`src/rtl/vram_grid_scanout_if.sv`:
```
// RAM read port and VGA output bundle of the grid scanout block.
// master = scanout engine, slave = RAM read side / VGA mux.
interface vram_grid_scanout_if;
    logic       RAM_RCLK;
    logic [3:0] RAM_RADDR;
    logic [7:0] RAM_RDATA;
    logic       VGA_R;
    logic       VGA_G;
    logic       VGA_B;
    logic       VGA_HSYNC;
    logic       VGA_VSYNC;
    logic       FRAME_START;

    modport master (
        output RAM_RCLK, RAM_RADDR,
        output VGA_R, VGA_G, VGA_B, VGA_HSYNC, VGA_VSYNC, FRAME_START,
        input  RAM_RDATA
    );

    modport slave (
        input  RAM_RCLK, RAM_RADDR,
        input  VGA_R, VGA_G, VGA_B, VGA_HSYNC, VGA_VSYNC, FRAME_START,
        output RAM_RDATA
    );
endinterface

```
`src/rtl/vram_grid_scanout.sv`:
```
// Scans a 16-entry video RAM out as a 4x4 colour grid on 640x480@60 VGA.
// Optional cell borders are compiled in with macro VRAM_GRID_BORDER_EN.
module vram_grid_scanout #(
    parameter int CELL_W = 160,
    parameter int CELL_H = 120,
    parameter int BORDER = 4
) (
    input  logic                        CLK_VGA,
    input  logic                        RST_N,
    vram_grid_scanout_if.master         vif
);
    localparam int CX_W = $clog2(CELL_W);
    localparam int CY_W = $clog2(CELL_H);

    localparam logic [9:0] H_VIS  = 10'd640;
    localparam logic [9:0] H_SYNC = 10'd656;
    localparam logic [9:0] H_BP   = 10'd752;
    localparam logic [9:0] H_LAST = 10'd799;
    localparam logic [9:0] V_VIS  = 10'd480;
    localparam logic [9:0] V_SYNC = 10'd490;
    localparam logic [9:0] V_BP   = 10'd492;
    localparam logic [9:0] V_LAST = 10'd524;

    localparam logic [CX_W-1:0] CX_LAST = CX_W'(CELL_W - 1);
    localparam logic [CY_W-1:0] CY_LAST = CY_W'(CELL_H - 1);

    // Colour of one output pixel: blank outside the visible area.
    function automatic logic [2:0] cell_colour(input logic vld, input logic brd,
                                               input logic [7:0] d);
        if (!vld) return 3'b000;
        return brd ? d[5:3] : d[2:0];
    endfunction

    logic [9:0]      hc_q, hc_d, vc_q, vc_d;
    logic [CX_W-1:0] cx_q, cx_d;
    logic [CY_W-1:0] cy_q, cy_d;
    logic [1:0]      col_q, col_d, row_q, row_d;

    logic vld_s0, hs_s0, vs_s0, fs_s0;
    logic vld_p1_q, hs_p1_q, vs_p1_q, fs_p1_q;
    logic [2:0] rgb_p2_q;
    logic hs_p2_q, vs_p2_q, fs_p2_q;
    logic brd_sel;
    logic unused_rdata;

    assign unused_rdata = ^vif.RAM_RDATA[7:6];

    always_comb begin
        hc_d  = hc_q;
        vc_d  = vc_q;
        cx_d  = cx_q;
        col_d = col_q;
        cy_d  = cy_q;
        row_d = row_q;
        if (hc_q == H_LAST) begin
            hc_d  = 10'd0;
            cx_d  = '0;
            col_d = 2'd0;
            if (vc_q == V_LAST) begin
                vc_d  = 10'd0;
                cy_d  = '0;
                row_d = 2'd0;
            end else begin
                vc_d = vc_q + 10'd1;
                // Row 3 wraps to 0 on the last visible line, so blanking reads row 0.
                if (vc_q < V_VIS) begin
                    if (cy_q == CY_LAST) begin
                        cy_d  = '0;
                        row_d = row_q + 2'd1;
                    end else begin
                        cy_d = cy_q + CY_W'(1);
                    end
                end
            end
        end else begin
            hc_d = hc_q + 10'd1;
            if (hc_q < H_VIS) begin
                if (cx_q == CX_LAST) begin
                    cx_d  = '0;
                    col_d = col_q + 2'd1;
                end else begin
                    cx_d = cx_q + CX_W'(1);
                end
            end
        end
    end

    // Stage 0: counters drive the RAM address and the raw timing flags.
    assign vif.RAM_RCLK  = CLK_VGA;
    assign vif.RAM_RADDR = {row_q, col_q};
    assign vld_s0 = (hc_q < H_VIS) && (vc_q < V_VIS);
    assign hs_s0  = !((hc_q >= H_SYNC) && (hc_q < H_BP));
    assign vs_s0  = !((vc_q >= V_SYNC) && (vc_q < V_BP));
    assign fs_s0  = (hc_q == 10'd0) && (vc_q == 10'd0);

`ifdef VRAM_GRID_BORDER_EN
    localparam logic [CX_W-1:0] BX_LO = CX_W'(BORDER);
    localparam logic [CX_W-1:0] BX_HI = CX_W'(CELL_W - BORDER);
    localparam logic [CY_W-1:0] BY_LO = CY_W'(BORDER);
    localparam logic [CY_W-1:0] BY_HI = CY_W'(CELL_H - BORDER);

    logic brd_s0, brd_p1_q;
    assign brd_s0 = (cx_q < BX_LO) || (cx_q >= BX_HI) ||
                    (cy_q < BY_LO) || (cy_q >= BY_HI);

    always_ff @(posedge CLK_VGA or negedge RST_N) begin
        if (!RST_N) brd_p1_q <= 1'b0;
        else        brd_p1_q <= brd_s0;
    end
    assign brd_sel = brd_p1_q;
`else
    assign brd_sel = 1'b0;
`endif

    always_ff @(posedge CLK_VGA or negedge RST_N) begin
        if (!RST_N) begin
            hc_q     <= 10'd0;
            vc_q     <= 10'd0;
            cx_q     <= '0;
            cy_q     <= '0;
            col_q    <= 2'd0;
            row_q    <= 2'd0;
            vld_p1_q <= 1'b0;
            hs_p1_q  <= 1'b1;
            vs_p1_q  <= 1'b1;
            fs_p1_q  <= 1'b0;
            rgb_p2_q <= 3'b000;
            hs_p2_q  <= 1'b1;
            vs_p2_q  <= 1'b1;
            fs_p2_q  <= 1'b0;
        end else begin
            hc_q     <= hc_d;
            vc_q     <= vc_d;
            cx_q     <= cx_d;
            cy_q     <= cy_d;
            col_q    <= col_d;
            row_q    <= row_d;
            // Stage 1: flags wait here while the RAM returns the cell data.
            vld_p1_q <= vld_s0;
            hs_p1_q  <= hs_s0;
            vs_p1_q  <= vs_s0;
            fs_p1_q  <= fs_s0;
            // Stage 2: registered pixel outputs.
            rgb_p2_q <= cell_colour(vld_p1_q, brd_sel, vif.RAM_RDATA);
            hs_p2_q  <= hs_p1_q;
            vs_p2_q  <= vs_p1_q;
            fs_p2_q  <= fs_p1_q;
        end
    end

    assign vif.VGA_R       = rgb_p2_q[2];
    assign vif.VGA_G       = rgb_p2_q[1];
    assign vif.VGA_B       = rgb_p2_q[0];
    assign vif.VGA_HSYNC   = hs_p2_q;
    assign vif.VGA_VSYNC   = vs_p2_q;
    assign vif.FRAME_START = fs_p2_q;
endmodule

```
`src/flat_wrapper.sv`:
```
// flat-port wrapper written by rule: the top's interface ports become plain ports
module vram_grid_scanout_flat 
#(
    parameter int CELL_W = 160,
    parameter int CELL_H = 120,
    parameter int BORDER = 4
)
  (CLK_VGA, RST_N, vif_RAM_RCLK, vif_RAM_RADDR, vif_VGA_R, vif_VGA_G, vif_VGA_B, vif_VGA_HSYNC, vif_VGA_VSYNC, vif_FRAME_START, vif_RAM_RDATA);
  vram_grid_scanout_if vif_i ();
  input  logic CLK_VGA;
  input  logic RST_N;
  output wire logic [$bits(vif_i.RAM_RCLK)-1:0] vif_RAM_RCLK;
  output wire logic [$bits(vif_i.RAM_RADDR)-1:0] vif_RAM_RADDR;
  output wire logic [$bits(vif_i.VGA_R)-1:0] vif_VGA_R;
  output wire logic [$bits(vif_i.VGA_G)-1:0] vif_VGA_G;
  output wire logic [$bits(vif_i.VGA_B)-1:0] vif_VGA_B;
  output wire logic [$bits(vif_i.VGA_HSYNC)-1:0] vif_VGA_HSYNC;
  output wire logic [$bits(vif_i.VGA_VSYNC)-1:0] vif_VGA_VSYNC;
  output wire logic [$bits(vif_i.FRAME_START)-1:0] vif_FRAME_START;
  input wire logic [$bits(vif_i.RAM_RDATA)-1:0] vif_RAM_RDATA;
  assign vif_RAM_RCLK = vif_i.RAM_RCLK;
  assign vif_RAM_RADDR = vif_i.RAM_RADDR;
  assign vif_VGA_R = vif_i.VGA_R;
  assign vif_VGA_G = vif_i.VGA_G;
  assign vif_VGA_B = vif_i.VGA_B;
  assign vif_VGA_HSYNC = vif_i.VGA_HSYNC;
  assign vif_VGA_VSYNC = vif_i.VGA_VSYNC;
  assign vif_FRAME_START = vif_i.FRAME_START;
  assign vif_i.RAM_RDATA = vif_RAM_RDATA;
  vram_grid_scanout #(.CELL_W(CELL_W), .CELL_H(CELL_H), .BORDER(BORDER)) u_core (.CLK_VGA(CLK_VGA), .RST_N(RST_N), .vif(vif_i));
endmodule
```
`config.mk`:
```
export PLATFORM = sky130hd
export DESIGN_NAME = vram_grid_scanout_flat
export DESIGN_NICKNAME = d
export VERILOG_FILES = /design/src/rtl/vram_grid_scanout_if.sv /design/src/rtl/vram_grid_scanout.sv /design/src/flat_wrapper.sv
export SDC_FILE = /design/constraint.sdc
export NUM_CORES = 1
export LEC_CHECK = 0
export CAP_MARGIN = 20
export CORE_ASPECT_RATIO = 1.2
export CORE_MARGIN = 1
export CORE_UTILIZATION = 56
export DETAILED_ROUTE_END_ITERATION = 10
export DONT_BUFFER_PORTS = 1
export PLACE_DENSITY = 0.68
export RECOVER_POWER = 100
export REMOVE_ABC_BUFFERS = 1
export SYNTH_ARGS = -nofsm -noshare
export SYNTH_HDL_FRONTEND = slang
export SYNTH_SLANG_ARGS = --single-unit
export TNS_END_PERCENT = 30
```
`constraint.sdc`:
```
create_clock -name CLK_VGA -period 4.4 [get_ports CLK_VGA]
set_input_delay 1.1 -clock CLK_VGA [delete_from_list [all_inputs] [get_ports CLK_VGA]]
set_output_delay 1.1 -clock CLK_VGA [all_outputs]
set_load 0.01 [all_outputs]
```
== Word level (Yosys, flattened, before mapping) ==
Cells that the tools add are included.
W data, S select, Z words.

* Bits in registers: 49
* Input bits: 10
* Output and inout port bits: 11
* Logic and storage cells: 60

* Add/subtract/negate cells: 6
* Magnitude comparators: 6
* Equal/unequal tests: 4
* Muxes and demuxes: 15
* Reduce and logical (&&, ||, !) cells: 15

{| class="wikitable"
|+ Operators with widths
! cell !! number
|-
| $mux W8 || 3
|-
| $mux W7 || 3
|-
| $add A10 B1 Y10 const B || 2
|-
| $eq A10 B10 Y1 const B || 2
|-
| $logic_not A10 Y1 || 2
|-
| $lt A10 B10 Y1 const B || 2
|-
| $lt A10 B9 Y1 const B || 2
|-
| $mux W10 || 2
|-
| $mux W2 || 6
|-
| $ge A10 B10 Y1 const B || 1
|-
| $ge A10 B9 Y1 const B || 1
|-
| $add A8 B1 Y8 const B || 1
|-
| $eq A8 B8 Y1 const B || 1
|-
| $reduce_bool A2 Y1 || 4
|-
| $add A7 B1 Y7 const B || 1
|-
| $eq A7 B7 Y1 const B || 1
|-
| $add A2 B1 Y2 const B || 2
|-
| $logic_and A1 B1 Y1 || 4
|-
| $reduce_and A2 Y1 || 2
|-
| $mux W3 || 1
|-
| $reduce_and A3 Y1 || 1
|-
| $logic_not A1 Y1 || 2
|}

== Depth between registers and ports, before layout ==
* Depth in word-level cells: 4
* Gate-level depth with buffers: 7
* Mapped depth without buffers: 6

==> impl_metrics.yaml <==
logic_synthesis:
  synthCells: 240
  synth_top_area_share_pct: 47.0
  netlist-cell-type-count: 40
  netlist_area_sq_um: 2390
  synthSimpleGateAreaFrac_pct: 22.6
  post_synth_xor_area_fraction_pct: 5.49
  seq_area_frac_synth_pct: 51.4
  synth_area_leaders: "dfrtp_1 (47%), dfstp_2 (4.4%), nand3_1 (4.0%)"
  synthAdderAreaFrac_pct: 3.14
  ys_warn_count: 0
  avgSynthCellArea_sq_um: 9.97
  synth_seq_cells: 49
  async_reset_ff_share_pct: 100
  muxShareOfSynthArea_pct: 0.836
  synth_top_family_by_area: "simple AND/OR/NAND/NOR gates"
  synth_edf_count: 0
  synth-compound-area-share_pct: 12.9
  ys.flop_type: "dfrtp_1"
  yosysTopAreaCell: "dfrtp_1"
timing:
  setup-violations-final: 0
  fin_setup_tns_ns: 0
  tightest_slew_ns: 0.814
  clock-skew-final_ns: 0.00604
  setup_ws_ns: 1.10
  slew_viol_final: 0
  hold_viol: 0
  hold-worst-slack_ns: 0.357
  relSlewSlack_pct: 45.7
  grt_setup_unrepaired: "no"
routing:
  wl_per_cell_um: 15.9
  drt_iter0_drc: 177
  ant_nets: 0
  wl_mm: 4.63
  dr.pass1.iters: 4
  vias: 1837
  viasPerCell: 6.29
  drcViolationCount: 0
grt:
  overflow: 0
  antenna_found_initial: 0
  grt_max_degree: 50
  grt_pass1_wl_mm: 7.64
  grt_pass1_vias: 1731
  grt_usage_pct: 22.8
clock_tree:
  cts_max_path_buffers: 2
  numClockSinks: 49
  cts_setup_buffers: 0
  cts-root-buf: "clkbuf_8"
  cts_hold_buf: 0
  clk_latency_ns: 0.30
  cts_tree: "built"
  clkTransAtPathRegs_ns: 0.09
  cts_max_level: 2
  cts_buffers: 5
  cts_resized: 0
worst_hold_path:
  worstHoldPathType: "reg2reg"
job:
  cap_violations: 0
die:
  rows: 25
  ios: 21
  die_x_um: 61.7
  dieArea_sq_um: 4540
  coreArea_sq_um: 4000
  initial_core_util_pct: 59.8
  die_y_um: 73.6
power:
  leakagePower_nw: 1.12
  vdd_ir_drop_max_uv: 272
  power_uw: 787
  power_density_nw_per_um2: 311
critical_path:
  cp_data_arrival_time_ns: 2.20
  worstSetupPathType: "clk2out"
  crit_path_max_fanout: 2
  cp-end-kind: "primary output"
  required_ns: 3.30
  worstSetupStartpointType: "clock port"
placement:
  numPlacedInstances: 284
  place_congestion: 0.815
  dp_hpwl_mm: 3.14
  dp_slack_ns: 1.10
  placed_area_sq_um: 2430
  port_buffers: 0
finish:
  fin_nets: 253
  drive_gt1_share_pct: 4.20
  finalNonFillerCells: 292
  post-route-util_pct: 63.2
  antenna_cells: 0
  final_cell_mix: "dfrtp_1 (45), nand3_1 (20), nor2_1 (17)"
  syn2layout_area_growth_pct: 5.75
  design_area_sq_um: 2530
  final_common_cell: "dfrtp_1"
run_status:
  status: "finished clean"
-- per-layer routing --
metal,track usage [%],share of wire (%),vias to the layer above
met5,0,0,-
met4,8.15,1.9,0
met3,4.93,5.1,10
met2,37.3,49,60
met1,29.5,44,909
li1,-,-,858
-- cells in the mapped netlist, types with 3 or more instances --
cell type  count
a21o_1         4
a21oi_1        9
a22o_1         3
a31oi_1        5
a41oi_1        3
and2_1         6
and3_1         8
buf_2          3
clkbuf_1       8
dfrtp_1       45
dfstp_2        4
ha_1           6
inv_1          9
nand2_1       12
nand3_1       19
nand4_1       12
nor2_1        17
nor2b_1        5
nor3b_1        3
nor4_1         6
o21ai_0       10
o21ai_1        4
or4_1          3
xnor2_1        5
xor2_1        10
-- logic make-up (layout without fill, tap and decap cells) --
kind of cell             Yosys count  after routing
adder cells (fa/ha/maj)            6              6
flip-flops                        49             49
XOR/XNOR                          15             15
AND/OR/NAND/NOR                   99             99
buffers and inverters             21             19
AO/OA/AOI/OAI                     48             48
multiplexers                       2              2
-- state kept, by name (all words and copies together) (netlist names), 2 cells and up --
signal	cells
u_core.vc_q	10
u_core.rgb_p2_q	3
u_core.cy_q	7
u_core.hc_q	10
u_core.cx_q	8
u_core.col_q	2
u_core.row_q	2
-- where the power goes --
part	switching, mW	internal [mW]
combinational	0.000381	0.000644
sequential	0.00120	0.451
clock	0.149	0.185
total	0.150	0.637
-- path summary, 6_finish.rpt --
check                                    endpoint           start  slack, ns  cells past startpoint
min                        u_core.vif.FRAME_START  u_core.fs_p1_q       0.36                      0
max                                  vif_RAM_RCLK         CLK_VGA       1.10                      0
max in group asynchronous          u_core.hs_p1_q           RST_N       3.74                      0
max reg2reg                        u_core.cy_q[2]  u_core.hc_q[0]       1.86                      6
min in group asynchronous          u_core.cy_q[4]           RST_N       0.48                      0
min reg2reg                u_core.vif.FRAME_START  u_core.fs_p1_q       0.36                      0
-- final cells by class --
type,instances,area (sq um)
flip-flops and latches,49,1230
clock inverters,2,37.5
clock buffers,6,82.6
repair buffers,2,7.51
fillers,342,1470
well taps,54,67.6
inverters,9,33.8
multi-input cells,170,1070
Power figures use the tool's default switching activity.
